### config.mk
export PLATFORM = sky130hd
export DESIGN_NAME = fetch_ctrl
export DESIGN_NICKNAME = d
export VERILOG_FILES = /design/src/rtl/fetch_ctrl_pkg.sv /design/src/rtl/fetch_addr_check.sv /design/src/rtl/fetch_ctrl.sv
export SDC_FILE = /design/constraint.sdc
export NUM_CORES = 1
export LEC_CHECK = 0
export ABC_CLOCK_PERIOD_IN_PS = 2000
export BUFFER_PORTS_ARGS = -buffer_cell sky130_fd_sc_hd__buf_2
export CORE_MARGIN = 2
export CORE_UTILIZATION = 35
export DETAILED_ROUTE_END_ITERATION = 6
export PLACE_DENSITY = 0.61
export SLEW_MARGIN = 20
export SYNTH_ARGS = -nofsm -noshare
export SYNTH_HDL_FRONTEND = slang
export SYNTH_SLANG_ARGS = --single-unit
### constraint.sdc
create_clock -name clk -period 2 [get_ports clk]
set_input_delay 0 -clock clk [delete_from_list [all_inputs] [get_ports clk]]
set_output_delay 0 -clock clk [all_outputs]
set_load 0.01 [all_outputs]
### src/rtl/fetch_ctrl_pkg.sv
// Shared types and address constants for the F-stage fetch controller.
package fetch_ctrl_pkg;

    typedef enum logic [1:0] {
        FC_START = 2'd0,
        FC_REQ   = 2'd1,
        FC_HOLD  = 2'd2,
        FC_KILL  = 2'd3
    } fc_state_t;

    localparam logic [31:0] DEF_RESET_PC   = 32'h0000_3000;
    localparam logic [31:0] DEF_TEXT_BASE  = 32'h0000_3000;
    localparam logic [31:0] DEF_TEXT_LIMIT = 32'h0000_6FFC;
    // Exception handler entry used by CP0 as a redirect target.
    localparam logic [31:0] HANDLE_PC      = 32'h0000_4180;

endpackage

### src/rtl/fetch_addr_check.sv
// Combinational fetch address check: misaligned or outside the text window.
module fetch_addr_check #(
    parameter logic [31:0] TEXT_BASE  = 32'h0000_3000,
    parameter logic [31:0] TEXT_LIMIT = 32'h0000_6FFC
) (
    input  logic [31:0] pc,
    output logic        bad
);

    assign bad = (pc[1:0] != 2'b00) || (pc < TEXT_BASE) || (pc > TEXT_LIMIT);

endmodule

### src/rtl/fetch_ctrl.sv
// F-stage PC owner: single-outstanding instruction fetch, redirect/stall arbitration, AdEL detection.
//
// state | meaning
// START | first cycle after reset, no request yet
// REQ   | request pc on the bus (or report AdEL if pc is bad)
// HOLD  | fetched word / AdEL presented to D until it advances
// KILL  | redirected with a request in flight; wait out the response and drop it
module fetch_ctrl
    import fetch_ctrl_pkg::*;
#(
    parameter logic [31:0] RESET_PC   = DEF_RESET_PC,
    parameter logic [31:0] TEXT_BASE  = DEF_TEXT_BASE,
    parameter logic [31:0] TEXT_LIMIT = DEF_TEXT_LIMIT
) (
    input  logic        clk,
    input  logic        reset,
    input  logic [31:0] seq_npc,
    input  logic        redirect,
    input  logic [31:0] redirect_pc,
    input  logic        stall,
    output logic [31:0] F_pc,
    output logic        F_valid,
    output logic [31:0] F_instr,
    output logic        F_excAdEL,
    output logic        ibus_req,
    output logic [31:0] ibus_addr,
    input  logic        ibus_ready,
    input  logic [31:0] ibus_rdata
);

    fc_state_t   state;
    logic [31:0] pc;
    logic [31:0] kill_addr;
    logic        pc_bad;

    fetch_addr_check #(
        .TEXT_BASE (TEXT_BASE),
        .TEXT_LIMIT(TEXT_LIMIT)
    ) u_addr_check (
        .pc (pc),
        .bad(pc_bad)
    );

    assign F_pc      = pc;
    // A request to a bad address is never issued; a killed request stays up until answered.
    assign ibus_req  = ((state == FC_REQ) && !pc_bad) || (state == FC_KILL);
    assign ibus_addr = (state == FC_KILL) ? kill_addr : pc;

    always_ff @(posedge clk) begin
        if (reset) begin
            state     <= FC_START;
            pc        <= RESET_PC;
            kill_addr <= 32'h0;
            F_valid   <= 1'b0;
            F_instr   <= 32'h0;
            F_excAdEL <= 1'b0;
        end else begin
            case (state)
                FC_START: begin
                    if (redirect) pc <= redirect_pc;
                    state <= FC_REQ;
                end
                FC_REQ: begin
                    if (redirect && ibus_ready) begin
                        pc <= redirect_pc;
                    end else if (redirect && !pc_bad) begin
                        kill_addr <= pc;
                        pc        <= redirect_pc;
                        state     <= FC_KILL;
                    end else if (redirect) begin
                        pc <= redirect_pc;
                    end else if (pc_bad) begin
                        F_valid   <= 1'b1;
                        F_excAdEL <= 1'b1;
                        F_instr   <= 32'h0;
                        state     <= FC_HOLD;
                    end else if (ibus_ready) begin
                        F_valid <= 1'b1;
                        F_instr <= ibus_rdata;
                        state   <= FC_HOLD;
                    end
                end
                FC_HOLD: begin
                    if (redirect || !stall) begin
                        pc        <= redirect ? redirect_pc : seq_npc;
                        F_valid   <= 1'b0;
                        F_excAdEL <= 1'b0;
                        F_instr   <= 32'h0;
                        state     <= FC_REQ;
                    end
                end
                FC_KILL: begin
                    if (redirect) pc <= redirect_pc;
                    if (ibus_ready) state <= FC_REQ;
                end
                default: state <= FC_START;
            endcase
        end
    end

endmodule

; After elaboration in Yosys (flattened, before gate mapping)
; Cells that the tools add are included.
[totals]
reg_bits = 100
input_bits = 101
wordCells = 72
output_inout_bits = 99
[op_classes]
eq_ne = 12
n_lt_le_gt_ge = 2
reduce_logical = 17
mux = 34
bitwise = 1
[op_table]
columns = op, count
row1 = 2-to-1 mux 32 bit, 12
row2 = case mux 32 bit (3 select lines), 1
row3 = case mux 32 bit (2 select lines), 1
row4 = greater-than comparator 32 x 15 -> 1 bit (second input constant), 1
row5 = < comparator 32 x 14 -> 1 bit (second input constant), 1
row6 = 2-to-1 mux 2 bit, 7
row7 = inequality test 2 bit (second input constant), 6
row8 = AND reduction 6 bit, 2
row9 = 2-to-1 mux 1 bit, 10
row10 = case mux 2 bit (4 select lines), 1
row11 = AND reduction 5 bit, 1
row12 = == test 2 bit (second input constant), 2
row13 = logical OR 1 bit, 4
row14 = inequality test 4 x 3 -> 1 bit (second input constant), 1
row15 = case mux 1 bit (2 select lines), 2
row16 = nonzero test 2 bit, 2
row17 = logical AND 1 bit, 3
row18 = inequality test 3 x 2 -> 1 bit (second input constant), 1
row19 = inequality test 3 bit (second input constant), 1
row20 = AND reduction 3 bit, 1
row21 = == test 2 x 1 -> 1 bit (second input constant), 1
row22 = logical NOT 1 bit, 2
row23 = logical NOT 2 bit, 1
row24 = OR reduction 2 bit, 1
row25 = inverter 1 bit, 1

; Longest topological paths before layout
[logic_depth]
word_depth = 8
mapped_depth = 9
ltp_nobuf = 6

; Hierarchy
; From an unflattened synthesis, not the netlist that was laid out.
[unflattened]
hier_cells = 495
area_unflattened_um2 = 4713.3
[modules_own_cells]
columns = module, cells_per_inst, area_per_inst_um2, instances
row1 = fetch_ctrl, 486, 4658.2, 1
row2 = fetch_addr_check, 9, 55.1, 1

; Worst setup path after synthesis
; Ideal clock, no wire load.
[synth_path]
path_type = reg2reg
from = register state[1]
to = register F_instr[0]
path_buffers = 3
path_slack_ps = 178
stages_incl_launch_ff = 9
period_less_slack_ps = 1822
t_arrival_ps = 1764
cell_sequence = dfxtp_1 -> inv_1 -> ha_1 -> clkbuf_4 -> o32ai_1 -> and4_4 -> buf_6 -> buf_6 -> a22o_1
[synth_between]
elab_chain_len = 3
[synth_lines]
columns = item, line
row1 = from (decl), fetch_ctrl.sv:31  ; fc_state_t state;
row2 = from (signal assigned), fetch_ctrl.sv:51  ; state <= FC_START;
row3 = from (signal assigned), fetch_ctrl.sv:61  ; state <= FC_REQ;
row4 = from (signal assigned), fetch_ctrl.sv:69  ; state <= FC_KILL;
row5 = == test 2 x 1 -> 1 bit or == test 2 bit (tied branches), fetch_ctrl.sv:58  ; case (state)
row6 = "inequality test 3 bit (no source line), or another cell as far along", --
row7 = AND reduction 6 bit (no source line), --
row8 = to (signal assigned), fetch_ctrl.sv:79  ; F_instr <= ibus_rdata;
row9 = to (decl), fetch_ctrl.sv:23  ; output logic [31:0] F_instr,
; Parallel ways exist; a longest one is shown, timed or not.
; A chain may end at the register's enable or synchronous reset.

; Worst setup path in the final report
[layout_path]
from = register pc[29] (netlist: F_pc[29])
to = output port ibus_req
[layout_between]
elab_chain_len = 6
[layout_lines]
columns = item, line
row1 = from (decl), fetch_ctrl.sv:32  ; logic [31:0] pc;
row2 = from (signal assigned), fetch_ctrl.sv:60  ; if (redirect) pc <= redirect_pc;
row3 = from (signal assigned), fetch_ctrl.sv:65  ; pc <= redirect_pc;
row4 = from (signal assigned), fetch_ctrl.sv:68  ; pc <= redirect_pc;
row5 = < comparator 32 x 14 -> 1 bit, fetch_addr_check.sv:10  ; assign bad = (pc[1:0] != 2'b00) || (pc < TEXT_BASE) || (pc > TEXT_LIMIT);
row6 = logical OR 1 bit, fetch_addr_check.sv:10
row7 = logical OR 1 bit (*), fetch_addr_check.sv:10
row8 = logical NOT 1 bit (*), fetch_ctrl.sv:46  ; assign ibus_req = ((state == FC_REQ) && !pc_bad) || (state == FC_KILL);
row9 = logical AND 1 bit (*), fetch_ctrl.sv:46
row10 = logical OR 1 bit (*), fetch_ctrl.sv:46
row11 = to (decl), fetch_ctrl.sv:25  ; output logic ibus_req,
; Every way passes the cells marked *; elsewhere a longest branch is shown, timed or not.

==> results.ini <==
[run_status]
status=finished clean

[clock_network]
clk_latency_ns=0.34
clk_pin_slew_ns=0.07
cts_root_buf=clkbuf_16
numCtsBuffers=9
cts_tree=yes
cts_max_path_buffers=2
clock_sinks=100
htree_num_levels=3

[run]
cap_violations=0

[power_and_ir_drop]
peakVddDrop_v=0.000521
leakagePower_nw=3.07
powerDensity_mw_per_mm2=791

[setup_path]
r2r_slack_ns=0.08
r2r_end=F_instr[4]
slowest_delay_ns=0.41
cp_slowest_cell=nor4_4
worstPathCellList=nor4_4 > and3_4 > buf_4 > a31o_1 > buf_2
r2r_start=state[1]
critical_path_class=reg2out
required_ns=2.00
r2r_cells=6
endpoint_kind=primary output
arrival_ns=1.92
critPathMaxFanout=14
critPathLaunchType=register

[final_layout]
finish.utilization=0.500
layout-drive-gt1-share=0.415
fin_cells=966
area_growth_pct=39.8
fillers=1277
multi_input_area_mm2=0.00278
fin_nets=885
seq_area_mm2=0.00200

[drt]
via_per_inst=5.23
num_vias=5051
postRouteWirelength_um=16300
highest_layer=met4
met2_length_um=7810
ant_nets=0
first_iter_violations=259
met3WireLength_um=1210
drc=0
dr.pass1.iters=5
wirelength_met1_um=6990
drt-wirelength-per-cell_um=16.9

[floorplanning]
dieArea_mm2=0.0151
die_w_um=123
initial_core_util=0.358
num_rows=43
pin_count=200
die-height_um=123
core-area_mm2=0.0138

[placed_design]
hpwl_um=10800
portBuffers=199
place.gp.congestion=0.804
dp_cells=907
pre_cts_slack_ns=-0.127

[global_route]
grt_pass1_vias=4900
antenna_found_initial=1
track_usage=0.209
grt_pass1_wl_um=24800
grt_max_degree=55
overflow=0

[sta]
rsz0062_at_grt=true
setup_viol=0
fin_skew_ns=0.00775
max_slew_margin=0.672
setup_tns_ns=0
hold_viol_final=0
clock.fmax_ghz=0.520
finalCritPeriodShare=0.961
period_minus_slack_ns=1.92
worstMarginPinSlew_ns=0.492
drv_slew=0
worst_slack_ns=0.0785

[logic_synthesis]
synth-seq-area-share=0.405
synth_seq_cells=100
yosysWarnings=0
synth_edf_count=0
ys_async_sr_fraction=0
synth_ff_type=dfxtp_1
synth_nets=661
syn_area_mm2=0.00495
synth_cell_types=55
synth_cells=557
synth.avg_cell_area_um2=8.88

[min_path]
hold_path_end=F_pc[6]
hp-class=in2reg
min_from=seq_npc[6]
whs_path_depth=4

==> through the flow <==
| stage | total power [mW] | hold slack, ns | instance area, µm² |
|---|---|---|---|
| 6_report | 5.47 | 0.0383 | 6920 |
| 5_1_grt | 5.75 | 0.0453 | 6910 |
| 4_1_cts | 5.46 | 0.0182 | 6810 |
| 3_5_place_dp | 3.52 | 0.223 | 6130 |
| 3_3_place_gp | 3.50 | 0.218 | 6130 |
| 2_1_floorplan | 3.02 | 0.133 | 4950 |
==> routing by layer <==
layer  vias to the layer above  track usage
met3                        24       0.0540
met1                      2362        0.255
met5                         -            0
met4                         0       0.0704
li1                       2467            -
met2                       198        0.356
==> state kept, by name (all words and copies together) (netlist names) <==
| name | count |
|---|---|
| F_valid | 1 |
| F_instr | 32 |
| kill_addr | 32 |
| state | 2 |
| F_pc | 32 |
| F_excAdEL | 1 |
==> critical path, delay by kind of cell (launching register included) <==
kind            cells  cell delay [ns]
compound gates      1             0.18
simple gates        2             0.68
flops               1             0.37
buf+inv             2             0.34
==> where the power goes <==
part / total, mW / switching, mW / internal (mW)
Clock: 1.81 / 0.729 / 1.08
Combinational: 1.45 / 0.776 / 0.677
Sequential: 2.20 / 0.124 / 2.08
Total: 5.47 / 1.63 / 3.84
==> cells in the mapped netlist (5+ instances only) <==
cell type | instances | area share
o31ai_1 | 14 | 0.021
and2_1 | 21 | 0.027
nor3_1 | 29 | 0.029
nor2_1 | 35 | 0.027
mux2_2 | 32 | 0.073
dfxtp_1 | 100 | 0.40
o21ai_0 | 7 | 0.0071
a22o_1 | 32 | 0.057
buf_6 | 6 | 0.014
a21oi_1 | 78 | 0.079
or2_2 | 23 | 0.029
buf_2 | 7 | 0.0071
nand4_1 | 14 | 0.018
nand2_1 | 5 | 0.0038
o21ai_1 | 26 | 0.026
nand2b_1 | 36 | 0.046
clkbuf_1 | 34 | 0.026
or2_1 | 6 | 0.0076
==> cell families (layout without fill, tap and decap cells) <==
kind of cell,count (synthesis),count (layout),synth area share
AO/OA/AOI/OAI,170,170,0.214
adder cells (fa/ha/maj),3,3,0.00759
flip-flops,100,100,0.405
other,0,2,0
AND/OR/NAND/NOR,195,198,0.242
buffers and inverters,55,279,0.0549
multiplexers,34,34,0.0769
==> layout make-up <==
class,instances,share of cell area
antenna,2,0.000724
inverter,4,0.00217
clock inverter,4,0.0110
tap,180,0.0326
sequential,100,0.290
multi-input combinational,405,0.402
clock buffer,10,0.0331
timing repair buffer,261,0.228
==> placed cells by master, fill, tap and decap left out, drive strengths merged, types with 5 or more instances in the layout <==
master	instances
buf	229
dfxtp	100
a21oi	78
nand2b	36
nor2	35
o21ai	33
mux2	32
a22o	32
dlygate4sd3	32
or2	32
nor3	30
and2	21
nand4	15
o31ai	14
clkbuf	10
nand2	5
and4	5
==> how the worst max path moves through the flow <==
stage / startpoint / endpoint / slack [ns] / cells past startpoint
after detailed placement: state[0] / F_instr[15] / -0.13 / 6
after global placement: state[0] / F_instr[10] / 0.0009 / 6
after floorplan: state[1] / F_instr[0] / 0.18 / 8
after CTS: state[0] / ibus_addr[0] / -0.03 / 4
final: F_pc[29] / ibus_req / 0.08 / 5
after global routing: state[0] / F_instr[23] / -0.02 / 6
==> repair_timing <==
action,4_1_cts,5_1_grt
endpoints found under the hold margin,32,0
resized for setup,7,8
buffers inserted,2,6
hold buffers,32,0
pin swaps,3,6
gates cloned,1,2
endpoints found under the setup margin,41,89
No activity file was read; power rests on OpenSTA's default activity.
